$ cat config.mk
export PLATFORM = sky130hd
export DESIGN_NAME = lcd_text_pipeline
export DESIGN_NICKNAME = d
export VERILOG_FILES = /design/src/rtl/lcd_text_pipeline.sv
export SDC_FILE = /design/constraint.sdc
export NUM_CORES = 1
export LEC_CHECK = 0
export BUFFER_PORTS_ARGS = -buffer_cell sky130_fd_sc_hd__buf_2
export CELL_PAD_IN_SITES_DETAIL_PLACEMENT = 2
export CELL_PAD_IN_SITES_GLOBAL_PLACEMENT = 2
export CORE_UTILIZATION = 37
export DETAILED_ROUTE_END_ITERATION = 6
export HOLD_SLACK_MARGIN = 0.1
export PLACE_DENSITY = 0.82
export SYNTH_ARGS = -nofsm -noshare
export SYNTH_HDL_FRONTEND = slang
export SYNTH_SLANG_ARGS = --single-unit
$ cat constraint.sdc
create_clock -name clock -period 5 [get_ports clock]
set_input_delay 0.5 -clock clock [delete_from_list [all_inputs] [get_ports clock]]
set_output_delay 0.5 -clock clock [all_outputs]
set_load 0.05 [all_outputs]
$ cat src/rtl/lcd_text_pipeline.sv
// lcd_text_pipeline: maps pixel coordinates to text cells, fetches character and glyph rows, and emits
// one monochrome pixel per input four clocks later, with a blinking cursor overlay.
module lcd_text_pipeline #(
   parameter int COLUMNS        = 100,
   parameter int ROWS           = 30,
   parameter int MAX_LOG2_SCALE = 2,
   parameter int BLINK_LOG2     = 5,
   parameter int TEXT_ADDR_W    = 12
)(
   input  logic                   clock,
   input  logic                   reset_n,
   input  logic                   in_valid,
   input  logic [9:0]             x,
   input  logic [9:0]             y,
   input  logic [1:0]             scale,
   input  logic [5:0]             scroll_row,
   input  logic                   frame_start,
   input  logic                   cursor_enable,
   input  logic [6:0]             cursor_column,
   input  logic [5:0]             cursor_row,
   output logic [TEXT_ADDR_W-1:0] text_addr,
   input  logic [7:0]             text_data,
   output logic [11:0]            font_addr,
   input  logic [7:0]             font_data,
   output logic                   out_valid,
   output logic                   out_pixel
);
   localparam logic [7:0] COLS = 8'(COLUMNS);
   localparam logic [6:0] RWS  = 7'(ROWS);
   logic [1:0]             s;
   logic [9:0]             sx, sy;
   logic [6:0]             column;
   logic [5:0]             row, scr;
   logic [2:0]             char_col;
   logic [3:0]             char_row;
   logic                   in_range, cursor_hit;
   logic [6:0]             eff_sum, eff;
   logic [TEXT_ADDR_W-1:0] addr;
   logic [BLINK_LOG2:0]    blink, blink_next;
   logic [3:0]             vld, rng, hit;
   logic [3:0][2:0]        cc;
   logic [1:0][3:0]        cr;
   always_comb begin
      s          = (scale > 2'(MAX_LOG2_SCALE)) ? 2'(MAX_LOG2_SCALE) : scale;
      sx         = x >> s;
      sy         = y >> s;
      column     = sx[9:3];
      row        = sy[9:4];
      char_col   = sx[2:0];
      char_row   = sy[3:0];
      in_range   = ({1'b0, column} < COLS) && ({1'b0, row} < RWS);
      scr        = ({1'b0, scroll_row} >= RWS) ? 6'd0 : scroll_row;
      eff_sum    = {1'b0, row} + {1'b0, scr};
      eff        = (eff_sum >= RWS) ? eff_sum - RWS : eff_sum;
      addr       = TEXT_ADDR_W'(eff) * TEXT_ADDR_W'(COLUMNS) + TEXT_ADDR_W'(column);
      cursor_hit = cursor_enable && in_range && column == cursor_column && row == cursor_row;
      blink_next = blink + {{BLINK_LOG2{1'b0}}, frame_start};
   end
   // Cursor/blink decision is folded in at sampling time so later changes never touch in-flight pixels.
   always_ff @(posedge clock or negedge reset_n) begin
      if (!reset_n) begin
         vld       <= '0;
         rng       <= '0;
         hit       <= '0;
         cc        <= '0;
         cr        <= '0;
         text_addr <= '0;
         font_addr <= '0;
         out_valid <= 1'b0;
         out_pixel <= 1'b0;
         blink     <= '0;
      end else begin
         vld       <= {vld[2:0], in_valid};
         rng       <= {rng[2:0], in_range};
         hit       <= {hit[2:0], cursor_hit & blink_next[BLINK_LOG2]};
         cc        <= {cc[2:0], char_col};
         cr        <= {cr[0], char_row};
         text_addr <= in_range ? addr : '0;
         font_addr <= {text_data, cr[1]};
         out_valid <= vld[3];
         out_pixel <= vld[3] & ((rng[3] & font_data[~cc[3]]) ^ hit[3]);
         blink     <= blink_next;
      end
   end
endmodule

==> results of run 1 <==
==> state kept, by name, summed over array words and instances (netlist names) <==
name,count
blink,6
cc,12
cr,8
font_addr,12
hit,4
out_pixel,1
out_valid,1
rng,4
text_addr,12
vld,4
==> where the power goes <==
group	internal, uW	total (uW)	switching (uW)
combinational	1300	3080	1780
sequential	617	687	70.0
clock	333	596	263
==> metrics by stage <==
step | TNS [ns] | power, uW | std cells
4_1_cts | -1.29 | 3670 | 610
6_report | -3.99 | 4360 | 625
2_1_floorplan | -0.879 | 1770 | 315
3_3_place_gp | -1.20 | 2350 | 582
3_5_place_dp | -3.27 | 2550 | 582
5_1_grt | -4.23 | 4430 | 624
==> per-layer routing <==
layer  up-vias  part of all wire (%)  GRT usage [%]
met5         -                     0              0
met2       348                    46           74.9
met1      2000                    33           43.0
met3       201                   9.7           7.35
met4         0                    12           24.9
li1       1463                     -              -
==> cell usage after synthesis, types with 4 or more instances <==
library cell	number	area, um^2
a211o_1	4	35.0
a21oi_1	6	30.0
and2_1	10	62.6
dfrtp_1	64	1600
fa_1	4	80.1
ha_1	33	413
inv_1	12	45.0
mux2_4	4	60.1
mux2i_1	20	200
nand2_1	14	52.6
nand3_1	4	20.0
nand4_1	4	25.0
nor2_1	24	90.1
nor2b_1	4	25.0
o21ai_0	17	85.1
xnor2_1	17	149
xor2_1	17	149
==> how the worst max path moves through the flow <==
stage	start	end	slack, ns
CTS	scale[0]	text_addr[11]	-0.69
detailed placement	scale[0]	text_addr[11]	-1.10
global placement	scale[0]	text_addr[11]	-0.64
floorplan	scale[0]	text_addr[11]	-0.60
global route	scale[0]	text_addr[11]	-1.25
finish	scroll_row[3]	text_addr[11]	-1.15
==> worst max-delay path: cells and delay by family <==
family | cells | cell delay, ns
AO/OA/AOI/OAI | 7 | 1.45
XOR/XNOR | 2 | 0.45
adder cells (fa/ha/maj) | 6 | 2.13
buffers and inverters | 6 | 0.71
multiplexers | 1 | 0.17
AND/OR/NAND/NOR | 4 | 1.00
==> what timing repair did <==
item	CTS	global route
hold endpoints to repair	0	0
setup buffers	12	11
resized for setup	43	28
pin swaps	25	25
endpoints found under the setup margin	6	6
==> logic make-up (layout without fill, tap and decap cells) <==
group / after synthesis / count (layout) / synth area share, %
buffers and inverters: 18 / 193 / 2.18
DFF: 64 / 64 / 44.2
AOI/OAI and AO/OA: 51 / 51 / 9.68
xor gates and xnor gates: 34 / 34 / 8.22
and+or+nand+nor: 78 / 78 / 11.5
other: 1 / 7 / 0.104
muxes: 32 / 32 / 10.4
adders and majority gates: 37 / 37 / 13.6
==> cell type report <==
cell class | count | area, um^2
fill | 885 | 3790
timing repair buffer | 165 | 1080
multi-input combinational | 233 | 2430
clock buffer | 9 | 124
antenna | 6 | 15.0
tap | 129 | 161
clock inverter | 7 | 120
sequential | 64 | 1600
inverter | 12 | 47.5
==> run summary, run 1 <==
Max Cap Viol = 0
Row Count = 35
Post-Syn Nets = 414
Initial DRC count = 244
Wire per inst = 39.9 um
Layout Skew = 0.0264 ns
Commonest non-fill, non-tap cell in the layout = buf_2
Worst setup margin = -1.15 ns
Reg2reg start = blink[0]
Largest buffer count on any clock path = 2
WL final = 25.0 mm
Final core occ = 59.5%
Count of pins over their slew limit = 0
DRC = 0
Final Hold Vio Count = 0
Commonest non-fill, non-tap cells in the layout = buf_2 (85), buf_4 (70), dfrtp_1 (64)
Placed Area = 0.00476 mm^2
Clk slew on worst S/H paths = 0.09 ns
Remaining global-route overflow = 0
Pwr dens = 782 mW/mm^2
Critical path fanouts, max = 4
Hold WC Path Type = in -> reg
CTS Hold Buffers Added = 0
Critical path launch point type = primary input
Slew headroom = 43.7%
Initial antenna violation count = 4
Nets = 584
CTS tree = done
IO Count = 88
VDD IR max = 0.000880 V
Hold Path Sink = font_addr[8]
Crit path kind = in -> reg
Placer congestion estimate = 0.823
Number of global-route vias before repair = 4,132
Final period util = 123%
Hold Startpoint = text_data[4]
Worst path slowest cell = fa_1
DRT antenna net count = 0
CP most frequent cell = ha_4
Avg Cell Area, Syn = 11.5 um^2
Clock sink total = 64
Root buf cell = clkbuf_8
Tot GR Track Use = 40.7%
Worst-Skew Late Latency = 0.36 ns
Leakage = 0.00266 uW
Layout cells sized above 1 = 51.8%
TritonRoute pass-1 iters = 5
Dpl ws = -1.10 ns
Final setup fails = 7
Failing checks = setup timing
CP required = 5.28 ns
Die ar. = 0.0102 mm^2
RSZ-0062 raised after global routing = yes
Worst Tran Pin Value = 0.844 ns
Total CTS buffers = 9
Vias per Instance = 6.42
Post-synthesis cell area = 0.00362 mm^2
Area Overhead vs Synth = 54.1%
Netlist cell types = 56
Ys async rst share = 100%
I/O Buffers = 87
DP HPWL = 10.1 mm
H-Tree Depth = 3
Worst path max stage delay = 0.58 ns
EDFF count, synth = 0
Reg-to-reg endpoint = hit[0]
R2r worst-path depth = 7
Worst hold slack = 0.261 ns
Status = finished, violations left
Sequential-to-total area share from yosys stat = 44.2%
Total of warnings raised by yosys = 0
Fmax achieved = 162 MHz
Via count = 4,012
Worst setup EP type = flip-flop
Finished Cell Area = 0.00558 mm^2
First-pass GRT wire length = 28.5 mm
Seq cells post-synth = 64
Post-synthesis instance total = 315
Die W = 101 um
Hold depth = 1
Core area = 0.00937 mm^2
Arrival @ worst endpoint = 6.43 ns
DIE HEIGHT = 101 um
Post-layout min period = 6.15 ns
Largest net degree at the start of global routing = 65
Primary FF master, synth = dfrtp_1
Initial core utilization = 38.6%
R2r setup slk = 2.68 ns
Note: power is estimated with default switching activity, not from simulation.
==> run 2: changes to the inputs <==
--- a/config.mk
+++ b/config.mk
@@ -10,6 +10,6 @@
 export CELL_PAD_IN_SITES_GLOBAL_PLACEMENT = 2
-export CORE_UTILIZATION = 37
+export CORE_UTILIZATION = 34
 export DETAILED_ROUTE_END_ITERATION = 6
 export HOLD_SLACK_MARGIN = 0.1
-export PLACE_DENSITY = 0.82
+export PLACE_DENSITY = 0.76
 export SYNTH_ARGS = -nofsm -noshare
==> constraint.sdc (replaced) <==
create_clock -name clock -period 6.9 [get_ports clock]
set_input_delay 0.69 -clock clock [delete_from_list [all_inputs] [get_ports clock]]
set_output_delay 0.69 -clock clock [all_outputs]
set_load 0.1 [all_outputs]
==> run 2 against run 1 <==
  * The flow now finishes without violations
  * Clock skew down 0.022 ns
  * Clock power down 55%
  * Sequential share of layout area up 7.6 points
  * Final area down 21%
  * Total power down 58%
  * Critical path type unchanged
  * Critical endpoint unchanged
  * Largest cell class unchanged
  * Largest power group unchanged
==> run summary, run 2 (synthesis gave the netlist of run 1 again) <==
Largest net degree at the start of global routing = 65 (unchanged)
Root buf cell = clkbuf_8
Worst path slowest cell = fa_1
Critical path fanouts, max = 4 (unchanged)
CTS tree = done
Biggest regs = cc x12, font_addr x12, text_addr x12
CP required = 7.15 ns (+1.87 ns)
Hold WC Path Type = reg -> reg
CTS Hold Buffers Added = 0 (unchanged)
Via count = 2,773 (-31%)
VDD IR max = 0.000165 V (-81%)
Row Count = 37 (+5.7%)
DRC = 0 (unchanged)
Fmax achieved = 155 MHz
Layout cells sized above 1 = 28.5% (-23 points)
Arrival @ worst endpoint = 6.70 ns (+0.27 ns)
Top delay family on crit path = adder cells
Vias per Instance = 5.01 (-22%)
Critical Path, Cell by Cell = buf_2 > mux2_4 > mux2i_2 > inv_1 > fa_1 > a211oi_2 > o21ba_1 > nor2_1 > and4b_1 > nor3_2 > mux2_1 > ha_1 > ha_1 > inv_1 > fa_1 > inv_1 > ha_1 > xor2_1 > o211a_1 > o31ai_1 > o311a_1 > or3_1 > mux2i_1
Final setup TNS = 0 ns (+3.99 ns)
Post-CTS sizing = 0 (-100%)
IO Count = 88 (unchanged)
Status = completed
Initial core utilization = 35.1% (-3.6 points)
Largest buffer count on any clock path = 2 (unchanged)
Dpl ws = 0.0400 ns (+1.14 ns)
Layout Skew = 0.00418 ns (-0.0222 ns)
Final setup fails = 0 (-7)
CP Buf/Inv Count = 4 (-2)
Post-CTS setup buffer count = 0 (-12)
H-Tree Depth = 3 (unchanged)
Count of pins over their slew limit = 0 (unchanged)
Wire per inst = 17.0 um (-57%)
Slew headroom = 49.4% (+5.7 points)
Clk slew on worst S/H paths = 0.06 ns (-0.03 ns)
Post-layout min period = 6.45 ns
Pwr dens = 414 mW/mm^2 (-47%)
Max Cap Viol = 0 (unchanged)
Worst hold slack = 0.346 ns (+0.0848 ns)
Worst path max stage delay = 0.53 ns (-0.05 ns)
DIE HEIGHT = 105 um (+4.2%)
Number of global-route vias before repair = 3,181 (-23%)
Area Overhead vs Synth = 21.9%
Core area = 0.0103 mm^2 (+10%)
Worst setup margin = 0.448 ns (+1.60 ns)
TritonRoute pass-1 iters = 4 (-1)
RSZ-0062 raised after global routing = no
Final core occ = 42.7% (-17 points)
DRT antenna net count = 0 (unchanged)
Final period util = 93.5%
Remaining global-route overflow = 0 (unchanged)
First-pass GRT wire length = 15.7 mm (-45%)
Total CTS buffers = 9 (unchanged)
Number of diodes = 0 (-6)
Critical path launch point type = primary input
Die ar. = 0.0111 mm^2 (+8.7%)
Crit path kind = in -> reg
Nets = 513 (-12%)
Final Hold Vio Count = 0 (unchanged)
I/O Buffers = 87 (unchanged)
Commonest non-fill, non-tap cell in the layout = buf_2
Worst Tran Pin Value = 0.759 ns (-0.0856 ns)
Leakage = 0.00219 uW (-18%)
WL final = 9.43 mm (-62%)
Initial DRC count = 52 (-79%)
Tot GR Track Use = 18.4% (-22 points)
Die W = 105 um (+4.2%)
Initial antenna violation count = 1 (-3)
Worst setup EP type = flip-flop
Placer congestion estimate = 0.737 (-10%)
DP HPWL = 7.88 mm (-22%)
Worst-Skew Late Latency = 0.32 ns (-0.04 ns)
Clock sink total = 64 (unchanged)
Commonest non-fill, non-tap cells in the layout = buf_2 (87), dfrtp_1 (64), ha_1 (33)
==> run 2: changes by cell type in the layout (fill, tap and decap cells not counted), moves of 6 or more <==
cell / change
buf_4: -63
buf_6: -8
diode_2: -6
ha_1: +12
ha_4: -9
==> run 2: report_power, final <==
| group | internal, uW | switching (uW) |
|---|---|---|
| combinational | 369 | 712 |
| sequential | 447 | 30.0 |
| clock | 149 | 119 |
| total | 965 | 860 |
==> run 2: worst register-to-register path: stages, from the launching register on <==
cell,delay (ns)
dfrtp_1,0.33
ha_1,0.17
and3_1,0.22
nand3_1,0.12
xnor2_1,0.25
nand4_1,0.14
or4_1,0.49
nor3_2,0.11
==> run 2: final timing paths <==
| check | slack [ns] | cells after the start | start | end |
|---|---|---|---|---|
| max | 0.45 | 23 | scale[0] | text_addr[11] |
| min | 0.35 | 0 | cr[5] | font_addr[1] |
| max reg2reg | 4.99 | 7 | blink[0] | hit[0] |
| min reg2reg | 0.35 | 0 | cr[5] | font_addr[1] |
| max in group asynchronous | 5.88 | 2 | reset_n | font_addr[7] |
| min in group asynchronous | 0.51 | 2 | reset_n | font_addr[2] |
==> run 2: final cells by class <==
cell class / instances / area, um^2
inverters: 12 / 45.0
clock buffers: 15 / 166
well taps: 136 / 170
flip-flops and latches: 64 / 1600
multi-input cells: 233 / 1940
fillers: 1095 / 5910
repair buffers: 94 / 488
==> run 2: metal layers <==
metal  part of all wire, %  up-vias  wire length, um  track usage [%]
met1                    41     1390             3850             20.2
met3                   3.2       13              302             3.37
li1                      -     1305                -                -
met4                   1.5        2              138             5.63
met5                  0.12        -               11                0
met2                    54       63             5130             35.5
==> run 2: per-stage QoR <==
step           instances  area, um^2  power, uW
6_report             554        4410       1830
4_1_cts              554        4410       1850
3_3_place_gp         539        4250       1520
2_1_floorplan        315        3620       1320
3_5_place_dp         539        4250       1570
5_1_grt              554        4410       1980
